--- src/rtl/fetch_unit.sv ---
// Instruction fetch unit: fetches words from instruction memory into a
// 2-entry {instr, pc} queue and presents the head entry to decode. Taken
// branches from decode flush the queue and redirect fetch to the target.
//
// Handshakes:
//   imem side   - imem_req/imem_addr are held stable from the cycle the request
//                 rises until the cycle imem_ack is seen with imem_req high; that
//                 cycle is the one and only transfer, and imem_rdata is sampled
//                 only then. At most one request is ever outstanding.
//   decode side - instr_valid acts as valid and dec_ready as ready; the head
//                 entry is consumed in every cycle where both are high, and
//                 pcsrc/immext are only looked at in such a cycle.
module fetch_unit #(
    parameter logic [31:0] RESET_PC = 32'h0000_0000
) (
    input  logic        clk,
    input  logic        rst_n,
    output logic        imem_req,
    output logic [31:0] imem_addr,
    input  logic        imem_ack,
    input  logic [31:0] imem_rdata,
    output logic [31:0] instr,
    output logic [6:0]  op,
    output logic [31:0] pc,
    output logic [31:0] pcplus4,
    output logic        instr_valid,
    input  logic        dec_ready,
    input  logic        pcsrc,
    input  logic [31:0] immext,
    output logic [1:0]  fsm_state
);

    // IDLE : single settling cycle after reset release
    // FETCH: normal operation, requests issued while the queue has room
    // DRAIN: a redirect hit while a request was in flight; wait for its ack,
    //        throw the word away, then restart fetching at the latched target
    typedef enum logic [1:0] {
        IDLE  = 2'd0,
        FETCH = 2'd1,
        DRAIN = 2'd2
    } state_t;

    state_t      state_q, state_d;
    logic        req_q, req_d;
    logic [31:0] fetch_pc_q, fetch_pc_d;
    logic [31:0] target_q, target_d;
    logic [1:0]  count_q, count_d;
    logic        rd_ptr_q, wr_ptr_q;
    logic [31:0] instr_mem [2];
    logic [31:0] pc_mem    [2];

    logic        transfer;
    logic        pop;
    logic        redirect;
    logic        push;
    logic        flush;
    logic [31:0] redirect_target;

    // Handshake and queue control terms
    assign transfer        = req_q & imem_ack;
    assign instr_valid     = (count_q != 2'd0);
    assign pop             = instr_valid & dec_ready;
    assign redirect        = pop & pcsrc;
    assign flush           = redirect;
    // Data from a transfer that coincides with a redirect is stale: never queue it
    assign push            = (state_q == FETCH) & transfer & ~redirect;
    assign redirect_target = (pc + immext) & 32'hFFFF_FFFC;

    // Queue occupancy for the next cycle; a flush wins over push/pop
    always_comb begin
        count_d = count_q;
        if (flush) begin
            count_d = 2'd0;
        end else begin
            case ({push, pop})
                2'b10:   count_d = count_q + 2'd1;
                2'b01:   count_d = count_q - 2'd1;
                default: count_d = count_q;
            endcase
        end
    end

    // Next-state, request and fetch address logic
    always_comb begin
        state_d    = state_q;
        req_d      = req_q;
        fetch_pc_d = fetch_pc_q;
        target_d   = target_q;
        case (state_q)
            IDLE: begin
                state_d = FETCH;
            end
            FETCH: begin
                if (redirect) begin
                    if (req_q && !imem_ack) begin
                        // Request still in flight: keep it as is and drain it
                        state_d  = DRAIN;
                        target_d = redirect_target;
                    end else begin
                        // Nothing in flight (or it just completed): restart now
                        fetch_pc_d = redirect_target;
                        req_d      = 1'b1;
                    end
                end else if (transfer) begin
                    fetch_pc_d = fetch_pc_q + 32'd4;
                    req_d      = (count_d < 2'd2);
                end else if (!req_q) begin
                    req_d = (count_d < 2'd2);
                end
            end
            DRAIN: begin
                if (transfer) begin
                    fetch_pc_d = target_q;
                    req_d      = 1'b1;
                    state_d    = FETCH;
                end
            end
            default: begin
                state_d = IDLE;
                req_d   = 1'b0;
            end
        endcase
    end

    // Control state registers
    always_ff @(posedge clk or negedge rst_n) begin
        if (!rst_n) begin
            state_q    <= IDLE;
            req_q      <= 1'b0;
            fetch_pc_q <= RESET_PC;
            target_q   <= RESET_PC;
            count_q    <= 2'd0;
        end else begin
            state_q    <= state_d;
            req_q      <= req_d;
            fetch_pc_q <= fetch_pc_d;
            target_q   <= target_d;
            count_q    <= count_d;
        end
    end

    // Queue storage and pointers; a flush empties the queue by rewinding both
    always_ff @(posedge clk or negedge rst_n) begin
        if (!rst_n) begin
            rd_ptr_q <= 1'b0;
            wr_ptr_q <= 1'b0;
            for (int i = 0; i < 2; i++) begin
                instr_mem[i] <= 32'd0;
                pc_mem[i]    <= 32'd0;
            end
        end else if (flush) begin
            rd_ptr_q <= 1'b0;
            wr_ptr_q <= 1'b0;
        end else begin
            if (push) begin
                instr_mem[wr_ptr_q] <= imem_rdata;
                pc_mem[wr_ptr_q]    <= fetch_pc_q;
                wr_ptr_q            <= ~wr_ptr_q;
            end
            if (pop) begin
                rd_ptr_q <= ~rd_ptr_q;
            end
        end
    end

    // Outputs come straight from registers: head entry and request state
    assign imem_req  = req_q;
    assign imem_addr = fetch_pc_q;
    assign instr     = instr_mem[rd_ptr_q];
    assign pc        = pc_mem[rd_ptr_q];
    assign op        = instr[6:0];
    assign pcplus4   = pc + 32'd4;
    assign fsm_state = state_q;

endmodule

--- config.mk ---
export PLATFORM = sky130hd
export DESIGN_NAME = fetch_unit
export DESIGN_NICKNAME = d
export VERILOG_FILES = /design/src/rtl/fetch_unit.sv
export SDC_FILE = /design/constraint.sdc
export NUM_CORES = 1
export LEC_CHECK = 0
export ABC_AREA = 1
export CAP_MARGIN = 20
export CORE_MARGIN = 2
export CORE_UTILIZATION = 56
export CTS_BUF_LIST = sky130_fd_sc_hd__clkbuf_4 sky130_fd_sc_hd__clkbuf_8
export CTS_CLUSTER_SIZE = 10
export DETAILED_ROUTE_END_ITERATION = 8
export PLACE_DENSITY = 0.89
export SLEW_MARGIN = 20
export SYNTH_ARGS = -nofsm -noshare
export SYNTH_HDL_FRONTEND = slang
export SYNTH_SLANG_ARGS = --single-unit
--- constraint.sdc ---
create_clock -name clk -period 3.02 [get_ports clk]
set_input_delay 0.604 -clock clk [delete_from_list [all_inputs] [get_ports clk]]
set_output_delay 0.604 -clock clk [all_outputs]
set_load 0.02 [all_outputs]
# Yosys cells after proc, flatten, opt, wreduce, memory -nomap -nowiden
# Index checks and enable logic that the tools add are counted.
# totals
ff_bits	197
input_bits	69
out_inout_bits	139
# classes
addsub	5
magnitude_cmp	4
eq_ne	9
muxes	31
bitwise	11
n_reduce_logical	13
# ops
cell	n
2-to-1 mux 32 bit	11
bitwise mux 64 bit	2
adder 32 x 3 -> 32 bit, second input constant	2
case mux 32 bit (2 select lines)	1
adder 32 bit	1
demux 32 bit (select 1 bit)	1
2-to-1 mux 1 bit	9
AND reduction 3 bit	3
2-to-1 mux 2 bit	4
nonzero test 2 bit	4
inequality test 3 bit, second input constant	2
case mux 2 bit (3 select lines)	1
AND 1 bit	5
== test 2 x 1 -> 1 bit, second input constant	2
== test 2 bit, second input constant	2
>= comparator 2 bit, second input constant	2
inequality test 2 bit, second input constant	2
inverter 1 bit	4
inverter 1 -> 2 bit	2
case mux 2 bit (2 select lines)	1
AND reduction 4 bit	1
case mux 1 bit (3 select lines)	1
adder 2 x 1 -> 2 bit, second input constant	1
logical AND 1 bit	2
other kinds (7)	7

# Longest topological paths before layout
# depth
ltp_word	13
depth_mapped	20
depth_no_buf	18

# Worst setup path before layout
# OpenSTA, ideal clock, no wires.
# synth_timing
path_kind	register -> output
from	register rd_ptr_q
to	output pcplus4[30]
t_arrival_ps	2357
t_required_ps	2416
slack_ps	59
path_stages_with_launch	16
cell_sequence	dfrtp_1 buf_6 inv_8 or2_2 o21ai_2 inv_1 ha_1 nand2_2 nor2_8 nand2_4 nor2_4 nand3_2 inv_2 nand2_2 nor2_2 xor2_1
# synth_via
elab_chain_cells	5
# synth_rtl
element	line	text
start: declaration	48	logic rd_ptr_q, wr_ptr_q;
start signal: assignment	161	rd_ptr_q <= ~rd_ptr_q;
inverter 1 -> 2 bit (not written as such)	170	assign pc = pc_mem[rd_ptr_q];
2-to-1 mux 32 bit (not written as such) (3 in a row)	170	
net pc[2]	24	output logic [31:0] pc,
adder 32 x 3 -> 32 bit	172	assign pcplus4 = pc + 32'd4;
end: declaration	25	output logic [31:0] pcplus4,
# The timed path passes the listed nets, and every way through them passes these cells. The select of a mux whose other input is x is not followed.

# Worst setup path after layout
# layout_timing
from	register rd_ptr_q
to	output pcplus4[30]
# layout_via
elab_chain_cells	5
# layout_rtl
element	line
inverter 1 -> 2 bit (not written as such)	170
2-to-1 mux 32 bit (not written as such) (3 in a row)	170
adder 32 x 3 -> 32 bit	172
# No other way between the ends. The select of a mux whose other input is x is not followed.

==> reports/metrics.json <==
{
  "initial_core_util": {"value": 56.88, "unit": "%"},
  "worstSetupPathType": {"value": "reg2out"},
  "drive_above_1_share": {"value": 18.22, "unit": "%"},
  "wl": {"value": 41.69, "unit": "mm"},
  "critical_path.startpoint_type": {"value": "register"},
  "clkLatencyLatePin": {"value": 0.49, "unit": "ns"},
  "cts_tree": {"value": "done"},
  "cp-end-kind": {"value": "output port"},
  "grt_pass1_vias": {"value": 12430},
  "largest_clock_skew_in_the_final_design": {"value": 0.01448, "unit": "ns"},
  "fmax": {"value": 308.3, "unit": "MHz"},
  "synth_top_flop_cell": {"value": "dfrtp_1"},
  "critical_path.max_fanout": {"value": 5},
  "detailedPlacementHpwl": {"value": 30.75, "unit": "mm"},
  "regArea": {"value": 4781, "unit": "µm²"},
  "synth_seq_cells": {"value": 191},
  "syn2layout_area_growth": {"value": 33.66, "unit": "%"},
  "io_pins": {"value": 208},
  "rsz0062_at_grt": {"value": "true"},
  "numClockSinks": {"value": 191},
  "cts_buffer_depth": {"value": 2},
  "antenna_found_initial": {"value": 1},
  "number_of_unique_standard_cell_types_used_by_synthesis": {"value": 45},
  "violations": {"value": "negative setup slack"},
  "chipHeight": {"value": 152.4, "unit": "µm"},
  "top_cells_by_instance_count_after_synthesis": {"value": "nand2_1, inv_1, dfrtp_1"},
  "p_switching": {"value": 10290, "unit": "µW"},
  "sequentialPowerShare": {"value": 22.9, "unit": "%"},
  "globalRoute.totalOverflow": {"value": 0},
  "slew_viol_final": {"value": 0},
  "multi_input_gate_area": {"value": 6837, "unit": "µm²"},
  "synth_warnings": {"value": 0},
  "placementRows": {"value": 54},
  "top_cells_by_area_in_the_synthesized_netlist": {"value": "dfrtp_1, nand2_1, o21ai_0, inv_1, nand3_1"},
  "drc": {"value": 0},
  "share_clk_of_total_power": {"value": 8.1, "unit": "%"},
  "synth_edf_count": {"value": 0},
  "synth.most_common_cell": {"value": "nand2_1"},
  "groute.layer.met3.usage": {"value": 5.034, "unit": "%"},
  "yosysSeqAreaShare": {"value": 38.75, "unit": "%"},
  "stdcell_count": {"value": 2371},
  "setup_violations": {"value": 22},
  "run_status": {"value": "finished with violations"},
  "numPortBuffers": {"value": 199},
  "worstPathArrival": {"value": 2.64, "unit": "ns"},
  "worst_ir_drop_on_vdd": {"value": 1016, "unit": "µV"},
  "r2r_cells": {"value": 20},
  "num-nets-final": {"value": 2183},
  "finalHoldViolCount": {"value": 0},
  "required_time_reported_for_the_critical_path_endpoint": {"value": 2.42, "unit": "ns"},
  "antenna-diode-count": {"value": 0},
  "design.die.area": {"value": 23230, "unit": "µm²"},
  "synthCells": {"value": 1771},
  "dr.pass1.iters": {"value": 7},
  "htreeDepth": {"value": 4},
  "syn_area": {"value": 12340, "unit": "µm²"},
  "yosys.area.top_type": {"value": "dfrtp_1"},
  "detailedRoute.firstIterationViolations": {"value": 1339},
  "drtAntennaViolNets": {"value": 0},
  "hold_class": {"value": "in2async"},
  "dpl.cell_count": {"value": 2320},
  "relSlewSlack": {"value": 60.20, "unit": "%"},
  "placeableCoreArea": {"value": 21690, "unit": "µm²"},
  "setup_slack": {"value": -0.2240, "unit": "ns"},
  "holdBufCountCts": {"value": 0},
  "p_per_area": {"value": 1238, "unit": "nW/µm²"},
  "grt_first_pass_wirelength": {"value": 64.78, "unit": "mm"},
  "die-width": {"value": 152.4, "unit": "µm"},
  "max_cap_violations": {"value": 0},
  "postSynthAreaPerCell": {"value": 6.965, "unit": "µm²"},
  "reg2reg_slack": {"value": -0.01, "unit": "ns"},
  "report.power.total": {"value": 20410, "unit": "µW"},
  "yosys.area.top_type_share": {"value": 38.75, "unit": "%"},
  "worstMarginPinSlew": {"value": 0.5970, "unit": "ns"},
  "finalCriticalPeriod": {"value": 3.244, "unit": "ns"},
  "final.period_utilization": {"value": 107.4, "unit": "%"},
  "post_drt_via_cell_ratio": {"value": 5.560},
  "wire_per_inst": {"value": 17.58, "unit": "µm"},
  "grt_util_all_layers": {"value": 34.89, "unit": "%"},
  "clkTransAtPathRegs": {"value": 0.10, "unit": "ns"},
  "cts_root_buf": {"value": "clkbuf_8"},
  "routed-via-count": {"value": 13180},
  "num-fill-cells": {"value": 1595},
  "power.internal": {"value": 10120, "unit": "µW"},
  "combinationalPowerShare": {"value": 69.0, "unit": "%"},
  "grt.met1_usage": {"value": 47.53, "unit": "%"},
  "largest_net_degree_at_the_start_of_global_routing": {"value": 94},
  "r2r-start": {"value": "rd_ptr_q"},
  "met2_usage_grt": {"value": 56.50, "unit": "%"},
  "lkg_pwr": {"value": 0.008545, "unit": "µW"},
  "r2r-end": {"value": "imem_addr[30]"},
  "switching_share": {"value": 50.40, "unit": "%"},
  "gpl.final_weighted_congestion": {"value": 0.9784},
  "top_usage_layer": {"value": "met2"},
  "place_worst_setup_slack": {"value": -0.1339, "unit": "ns"},
  "asyncSetResetFlopFracSynth": {"value": 100.0, "unit": "%"},
  "cts_inserted_buffers": {"value": 17}
}
==> layer usage <==
metal / vias up / part of all wire (%)
met3: 114 / 9.2
met5: - / 0
li1: 6212 / -
met1: 6174 / 39
met2: 683 / 47
met4: 0 / 4.2
==> layout by cell type (no fill, tap or decap), types with 9 or more instances in the layout <==
cell type,instances
inv_2,11
a31oi_1,11
buf_12,10
clkdlybuf4s50_1,158
nand4_1,18
clkbuf_8,17
nor2_4,9
a21oi_2,12
o21ai_1,11
o211ai_1,9
nor2_2,20
xor2_1,32
nand2_4,13
ha_1,28
dfrtp_1,190
a21oi_1,58
xnor2_1,11
o21ai_0,162
inv_1,197
nand3_1,85
nor3_1,15
nand2_2,42
nand2_1,576
nor2_1,100
buf_6,13
buf_4,156
==> what timing repair did <==
action | in CTS | in global routing
gates resized for setup | 159 | 116
hold endpoints to repair | 0 | 0
setup endpoints to repair | 69 | 78
cloned | 0 | 2
pin swaps | 8 | 33
buffers inserted | 4 | 13
==> area by class of cell <==
type	count	area share, %
clock buffer	17	1.419
inverter	211	4.864
sequential	191	29.00
tap	280	2.125
clock inverter	15	0.8196
timing repair buffer	360	20.31
multi-input combinational	1297	41.46
==> per-stage QoR <==
stage / utilization [%] / setup TNS (ns) / instance area (µm²) / hold WS [ns]
floorplan: - / 0 / 12350 / 0.3084
global placement: 71.29 / -0.8340 / 15460 / 0.4561
detailed placement: 71.29 / -1.449 / 15460 / 0.4661
CTS: 73.35 / -1.023 / 15910 / 0.08682
global route: 76.02 / -5.655 / 16490 / 0.1031
finish: 76.02 / -2.249 / 16490 / 0.07705
==> power by group through the flow <==
stage	combinational, µW	clock (µW)	sequential (µW)
final	14100	1640	4680
after global routing	15100	1770	4790
after CTS	13100	1640	4610
after detailed placement	13000	0	4650
after global placement	12700	0	4580
after floorplan	7150	0	4590
==> logic make-up (layout without fill, tap and decap cells) <==
| kind of cell | after synthesis | after routing | synth area share, % |
|---|---|---|---|
| xor+xnor | 49 | 49 | 3.479 |
| fa+ha+maj | 36 | 36 | 3.651 |
| buf+inv | 288 | 603 | 9.869 |
| flops | 191 | 191 | 38.75 |
| simple gates | 917 | 917 | 31.62 |
| other cells | 1 | 6 | 0.03040 |
| compound gates | 289 | 289 | 12.61 |
==> state kept, by name, indices dropped and copies added, names as in the netlist <==
name,cells
count_q,2
fsm_state,2
imem_addr,30
imem_req,1
instr_mem,64
pc_mem,60
rd_ptr_q,1
target_q,30
wr_ptr_q,1
==> worst max path at each step <==
stage | start | cells after the start | to
after global placement | rd_ptr_q | 18 | imem_addr[26]
after detailed placement | rd_ptr_q | 15 | pcplus4[19]
after global routing | rd_ptr_q | 13 | pcplus4[30]
final | rd_ptr_q | 13 | pcplus4[30]
after CTS | rd_ptr_q | 13 | pcplus4[19]
after floorplan | rd_ptr_q | 15 | pcplus4[30]
==> worst max-delay path, cell delays in order, from the launching register on <==
cell       delay (ns)
dfrtp_2          0.50
buf_6            0.16
clkbuf_16        0.15
nand2_1          0.14
o21ai_4          0.10
nor2_2           0.15
nand3_2          0.11
nor2_4           0.17
nand3_4          0.13
inv_4            0.09
nand2_4          0.05
nor2_2           0.11
xor2_1           0.14
buf_4            0.16
(Power assumes the default switching activity.)
